--- config.mk ---
export PLATFORM = sky130hd
export DESIGN_NAME = rom_read_arbiter_flat
export DESIGN_NICKNAME = d
export VERILOG_FILES = /design/src/rtl/rom_read_arbiter_if.sv /design/src/rtl/rom_read_arbiter.sv /design/src/flat_wrapper.sv
export SDC_FILE = /design/constraint.sdc
export NUM_CORES = 1
export LEC_CHECK = 0
export BUFFER_PORTS_ARGS = -buffer_cell sky130_fd_sc_hd__buf_4
export CORE_MARGIN = 2
export CORE_UTILIZATION = 47
export CTS_BUF_LIST = sky130_fd_sc_hd__clkbuf_8
export DETAILED_ROUTE_END_ITERATION = 7
export PLACE_DENSITY_LB_ADDON = 0.05
export REMOVE_ABC_BUFFERS = 1
export SYNTH_ARGS = -nofsm -noshare
export SYNTH_HDL_FRONTEND = slang
export SYNTH_SLANG_ARGS = --single-unit
--- constraint.sdc ---
create_clock -name clk -period 1.75 [get_ports clk]
set_input_delay 0.175 -clock clk [delete_from_list [all_inputs] [get_ports clk]]
set_output_delay 0.175 -clock clk [all_outputs]
set_load 0.03 [all_outputs]
--- src/rtl/rom_read_arbiter_if.sv ---
// Bundle of requester, read-return and ROM control signals for rom_read_arbiter.
// The slave modport is the arbiter itself; master is the surrounding environment.
interface rom_read_arbiter_if;
   logic       req0;
   logic       req1;
   logic [7:0] addr0;
   logic [7:0] addr1;
   logic [1:0] len0;
   logic [1:0] len1;
   logic       gnt0;
   logic       gnt1;
   logic       rvalid;
   logic [7:0] rdata;
   logic       rid;
   logic       rlast;
   logic       busy;
   logic [7:0] rom_address;
   logic       rom_ce;
   logic       rom_read_en;
   logic [7:0] rom_data;

   modport slave (
      input  req0, req1, addr0, addr1, len0, len1, rom_data,
      output gnt0, gnt1, rvalid, rdata, rid, rlast, busy,
             rom_address, rom_ce, rom_read_en
   );

   modport master (
      output req0, req1, addr0, addr1, len0, len1, rom_data,
      input  gnt0, gnt1, rvalid, rdata, rid, rlast, busy,
             rom_address, rom_ce, rom_read_en
   );
endinterface

--- src/rtl/rom_read_arbiter.sv ---
// Round-robin two-port burst sequencer in front of a 256x8 combinational ROM.
// All outputs come straight from registers; read data is tagged with its owner.
module rom_read_arbiter (
   input logic                clk,
   input logic                reset_n,
   rom_read_arbiter_if.slave  bus
);

   typedef enum logic {IDLE, READ} state_t;

   state_t     state_q, state_d;
   logic [7:0] addr_q, addr_d;
   logic [1:0] cnt_q, cnt_d;
   logic       owner_q, owner_d;
   logic       lastOwner_q, lastOwner_d;
   logic       gnt0_q, gnt0_d;
   logic       gnt1_q, gnt1_d;
   logic       rvalid_q, rvalid_d;
   logic       rlast_q, rlast_d;
   logic       rid_q, rid_d;
   logic       ce_q, ce_d;
   logic [7:0] rdata_q, rdata_d;

   logic anyReq;
   logic pick1;
   logic canGrant;

   assign anyReq   = bus.req0 | bus.req1;
   assign pick1    = bus.req1 & (~bus.req0 | ~lastOwner_q);
   // The edge that retires the last byte doubles as the IDLE decision point,
   // so the next grant lands in the rlast cycle and the byte stream has no gap.
   assign canGrant = (state_q == IDLE) || (cnt_q == 2'd0);

   always_comb begin
      state_d     = state_q;
      addr_d      = addr_q;
      cnt_d       = cnt_q;
      owner_d     = owner_q;
      lastOwner_d = lastOwner_q;
      gnt0_d      = 1'b0;
      gnt1_d      = 1'b0;
      rvalid_d    = 1'b0;
      rlast_d     = 1'b0;
      rid_d       = rid_q;
      rdata_d     = rdata_q;
      ce_d        = ce_q;

      if (state_q == READ) begin
         rdata_d  = bus.rom_data;
         rvalid_d = 1'b1;
         rid_d    = owner_q;
         rlast_d  = (cnt_q == 2'd0);
         if (cnt_q != 2'd0) begin
            cnt_d  = cnt_q - 2'd1;
            addr_d = addr_q + 8'd1;
         end else begin
            ce_d    = 1'b0;
            state_d = IDLE;
         end
      end

      if (canGrant && anyReq) begin
         gnt0_d      = ~pick1;
         gnt1_d      = pick1;
         addr_d      = pick1 ? bus.addr1 : bus.addr0;
         cnt_d       = pick1 ? bus.len1 : bus.len0;
         owner_d     = pick1;
         lastOwner_d = pick1;
         ce_d        = 1'b1;
         state_d     = READ;
      end
   end

   always_ff @(posedge clk or negedge reset_n) begin
      if (!reset_n) begin
         state_q     <= IDLE;
         addr_q      <= 8'd0;
         cnt_q       <= 2'd0;
         owner_q     <= 1'b0;
         lastOwner_q <= 1'b1;
         gnt0_q      <= 1'b0;
         gnt1_q      <= 1'b0;
         rvalid_q    <= 1'b0;
         rlast_q     <= 1'b0;
         rid_q       <= 1'b0;
         rdata_q     <= 8'd0;
         ce_q        <= 1'b0;
      end else begin
         state_q     <= state_d;
         addr_q      <= addr_d;
         cnt_q       <= cnt_d;
         owner_q     <= owner_d;
         lastOwner_q <= lastOwner_d;
         gnt0_q      <= gnt0_d;
         gnt1_q      <= gnt1_d;
         rvalid_q    <= rvalid_d;
         rlast_q     <= rlast_d;
         rid_q       <= rid_d;
         rdata_q     <= rdata_d;
         ce_q        <= ce_d;
      end
   end

   assign bus.gnt0        = gnt0_q;
   assign bus.gnt1        = gnt1_q;
   assign bus.rvalid      = rvalid_q;
   assign bus.rlast       = rlast_q;
   assign bus.rid         = rid_q;
   assign bus.rdata       = rdata_q;
   assign bus.busy        = (state_q == READ);
   assign bus.rom_address = addr_q;
   assign bus.rom_ce      = ce_q;
   assign bus.rom_read_en = ce_q;

endmodule

--- src/flat_wrapper.sv ---
// flat-port wrapper written by rule: the top's interface ports become plain ports
module rom_read_arbiter_flat 
  (clk, reset_n, bus_req0, bus_req1, bus_addr0, bus_addr1, bus_len0, bus_len1, bus_rom_data, bus_gnt0, bus_gnt1, bus_rvalid, bus_rdata, bus_rid, bus_rlast, bus_busy, bus_rom_address, bus_rom_ce, bus_rom_read_en);
  rom_read_arbiter_if bus_i ();
  input logic clk;
  input logic reset_n;
  input wire logic [$bits(bus_i.req0)-1:0] bus_req0;
  input wire logic [$bits(bus_i.req1)-1:0] bus_req1;
  input wire logic [$bits(bus_i.addr0)-1:0] bus_addr0;
  input wire logic [$bits(bus_i.addr1)-1:0] bus_addr1;
  input wire logic [$bits(bus_i.len0)-1:0] bus_len0;
  input wire logic [$bits(bus_i.len1)-1:0] bus_len1;
  input wire logic [$bits(bus_i.rom_data)-1:0] bus_rom_data;
  output wire logic [$bits(bus_i.gnt0)-1:0] bus_gnt0;
  output wire logic [$bits(bus_i.gnt1)-1:0] bus_gnt1;
  output wire logic [$bits(bus_i.rvalid)-1:0] bus_rvalid;
  output wire logic [$bits(bus_i.rdata)-1:0] bus_rdata;
  output wire logic [$bits(bus_i.rid)-1:0] bus_rid;
  output wire logic [$bits(bus_i.rlast)-1:0] bus_rlast;
  output wire logic [$bits(bus_i.busy)-1:0] bus_busy;
  output wire logic [$bits(bus_i.rom_address)-1:0] bus_rom_address;
  output wire logic [$bits(bus_i.rom_ce)-1:0] bus_rom_ce;
  output wire logic [$bits(bus_i.rom_read_en)-1:0] bus_rom_read_en;
  assign bus_i.req0 = bus_req0;
  assign bus_i.req1 = bus_req1;
  assign bus_i.addr0 = bus_addr0;
  assign bus_i.addr1 = bus_addr1;
  assign bus_i.len0 = bus_len0;
  assign bus_i.len1 = bus_len1;
  assign bus_i.rom_data = bus_rom_data;
  assign bus_gnt0 = bus_i.gnt0;
  assign bus_gnt1 = bus_i.gnt1;
  assign bus_rvalid = bus_i.rvalid;
  assign bus_rdata = bus_i.rdata;
  assign bus_rid = bus_i.rid;
  assign bus_rlast = bus_i.rlast;
  assign bus_busy = bus_i.busy;
  assign bus_rom_address = bus_i.rom_address;
  assign bus_rom_ce = bus_i.rom_ce;
  assign bus_rom_read_en = bus_i.rom_read_en;
  rom_read_arbiter u_core (.clk(clk), .reset_n(reset_n), .bus(bus_i));
endmodule
==> results.cfg <==
[synthesis]
seq_area_frac_synth = 0.493
netlist_area_um2 = 1370
synth.distinct_cells = 42
synth-edff-count = 0
synth_area_per_cell_um2 = 10.3
ys_ff_latch = 27
ys.flop_type = dfrtp_1
synth_warnings = 0
async_reset_ff_frac = 1.00
netlist_instances = 134

[routing]
drtIter0Drc = 28
drcViolationCount = 0
vias = 1234
drtAntennaViolNets = 0
avgViaCountPerCell = 5.58
dr.pass1.iters = 4
post_drt_wl_per_cell_um = 13.9
wl_um = 3080

[floorplan]
die_w_um = 58.1
dieArea_um2 = 3370
initial_core_util = 0.498
row_count = 19
die_h_um = 58.1
core_area_um2 = 2760
ioPinCount = 56

[placed_design]
gp_congestion = 0.834
port_buffers = 55
hpwl_um = 2370

[critical_path]
worst-path-max-fanout = 10
worstPathArrival_ps = 1760
end_kind = flop
reg2reg_slack_ps = 180
cp.required_ps = 1940
max_stage_delay_ps = 380
reg2reg_to = u_core.bus.rom_address[7]
crit_start = u_core.cnt_q[0]
r2r_cells = 6
cp_cell_sequence = inv_1 > ha_1 > nand2b_2 > o21ai_1 > or2_0 > a211oi_2
critPathBufInv = 1
path_delay_family = simple AND/OR/NAND/NOR gates
path_class = flop to flop
r2r_start = u_core.cnt_q[0]
crit_path_start_kind = flop
cp_slowest_cell = dfrtp_1

[outcome]
status = finished clean

[final_layout]
layout-area-overhead-vs-synth_pct = 35.7
drive_gt1_frac = 0.416
n_antenna_cell = 0
nets = 225

[clocking]
clk_latency_ps = 260
root_buffer = clkbuf_8
numCtsBuffers = 3
clock_sinks = 27
clock_path_buffers = 2
cts.htree.levels = 1
clkTransAtPathRegs_ps = 90
cts_tree = done
cts_setup_buffers = 0

[worst_hold_path]
holdPathStages = 2
worstHoldStart = bus_rom_data[7]
worstHoldPathType = input pin to flop
whs_endpoint = u_core.bus.rdata[7]

[timing]
post-route-period-util = 0.898
setup_violations = 0
finalClockSkew_ps = 2.87
fin_crit_ps = 1570
max_slew.worst_pin.slew_ps = 411
hold_viol = 0
relSlewSlack = 0.723
rsz0062_at_grt = false
fin_hold_ws_ps = 136
drv_slew = 0
fmax_mhz = 636

[pwr]
leakage_nw = 0.869
totalPowerFinal_mw = 3.06
ir_worst_vdd_uv = 1460
p_per_area_nw_per_um2 = 1640

[job]
drv_cap = 0

[global_routing]
grt_max_degree = 28
grtUsageTotal = 0.197
first_global_vias = 1131
grt_pass1_wl_um = 5060
grt_antenna_before_repair = 0
grt_overflow_total = 0
-- cell usage in the layout, fill, tap and decap left out, types with 2 or more instances in the layout --
master and count:
a21oi_1 5, a32oi_1 2, buf_4 58, clkbuf_8 3, dfrtp_1 26, ha_1 2
inv_1 4, mux2_1 3, mux2_2 9, nand2_1 11, nand2b_1 3, nand3_1 3
nor2_1 11, nor3_1 4, o21ai_0 8, o21ai_1 3, o22ai_1 4, o31ai_1 2
o32ai_1 2, or3_1 2
-- through the flow --
stage	instance area, µm²	setup TNS [ps]	setup slack (ps)	utilization	instances
final	1860	0	179	0.676	221
after global routing	1860	0	10.5	0.676	221
after CTS	1860	0	28.4	0.675	221
after detailed placement	1810	0	50.4	0.655	216
after global placement	1810	0	186	0.655	216
after floorplan	1330	-915	-228	-	127
-- cell families after synthesis --
family | count (synthesis) | share of synthesized area
AND/OR/NAND/NOR | 43 | 0.158
AO/OA/AOI/OAI | 38 | 0.189
flip-flops | 27 | 0.493
buffers and inverters | 12 | 0.0446
multiplexers | 12 | 0.0984
adder cells (fa/ha/maj) | 2 | 0.0182
-- Yosys cell counts, types with 2 or more instances --
master	number	share of area
o31ai_1	2	0.011
inv_1	4	0.011
or3_1	2	0.0091
a21oi_1	5	0.018
o32ai_1	2	0.013
o21ai_1	3	0.011
o22ai_1	4	0.018
dfrtp_1	26	0.47
nor3_1	4	0.015
nand2_1	11	0.030
ha_1	2	0.018
nand3_1	3	0.011
nor2_1	11	0.030
nand2b_1	4	0.018
buf_4	3	0.016
a32oi_1	2	0.013
mux2_1	3	0.025
mux2_2	9	0.074
o21ai_0	8	0.029
buf_2	4	0.015
-- where the power goes --
part / switching [mW] / leakage, nW / internal, mW / total [mW]
sequential: 0.192 / 0.315 / 0.860 / 1.05
combinational: 0.956 / 0.529 / 0.710 / 1.67
clock: 0.178 / 0.0255 / 0.159 / 0.337
total: 1.33 / 0.869 / 1.73 / 3.06
-- layout make-up --
cell class	instances	area [µm²]
fillers	224	893
flip-flops and latches	27	677
multi-input cells	95	638
repair buffers	59	445
clock buffers	3	41.3
well taps	31	38.8
inverters	5	18.8
clock inverters	1	5.00
-- worst max path at each step --
stage	to	slack, ps	depth (start not counted)
after floorplan	u_core.bus.rom_address[3]	-230	4
after global placement	u_core.bus.rom_address[7]	190	6
after detailed placement	u_core.bus.rom_address[7]	50	6
after CTS	u_core.bus.rom_address[7]	30	6
after global routing	u_core.bus.rom_address[4]	10	7
final	u_core.bus.rom_address[7]	180	6
-- repair_timing --
action / CTS / global route
hold buffers: 1 / 0
hold endpoints to repair: 26 / 0
resized for setup: 0 / 1
endpoints found under the setup margin: 0 / 4
-- state kept, by name (all words and copies together) (netlist names) --
register and count:
u_core.owner_q 1, u_core.bus.rvalid 1, u_core.bus.rom_address 8, u_core.bus.rlast 1
u_core.bus.rom_ce 1, u_core.bus.rid 1, u_core.bus.gnt0 1, u_core.cnt_q 2
u_core.bus.busy 1, u_core.bus.gnt1 1, u_core.lastOwner_q 1, u_core.bus.rdata 8
-- per-layer routing --
metal  global-route usage  wire length [µm]  vias up
met3               0.0469               263        2
met1                0.264              1370      572
li1                     -                 -      600
met2                0.302              1430       60
met4               0.0930                16        0
met5                    0                 0        -
Note: power is estimated with default switching activity, not from simulation.
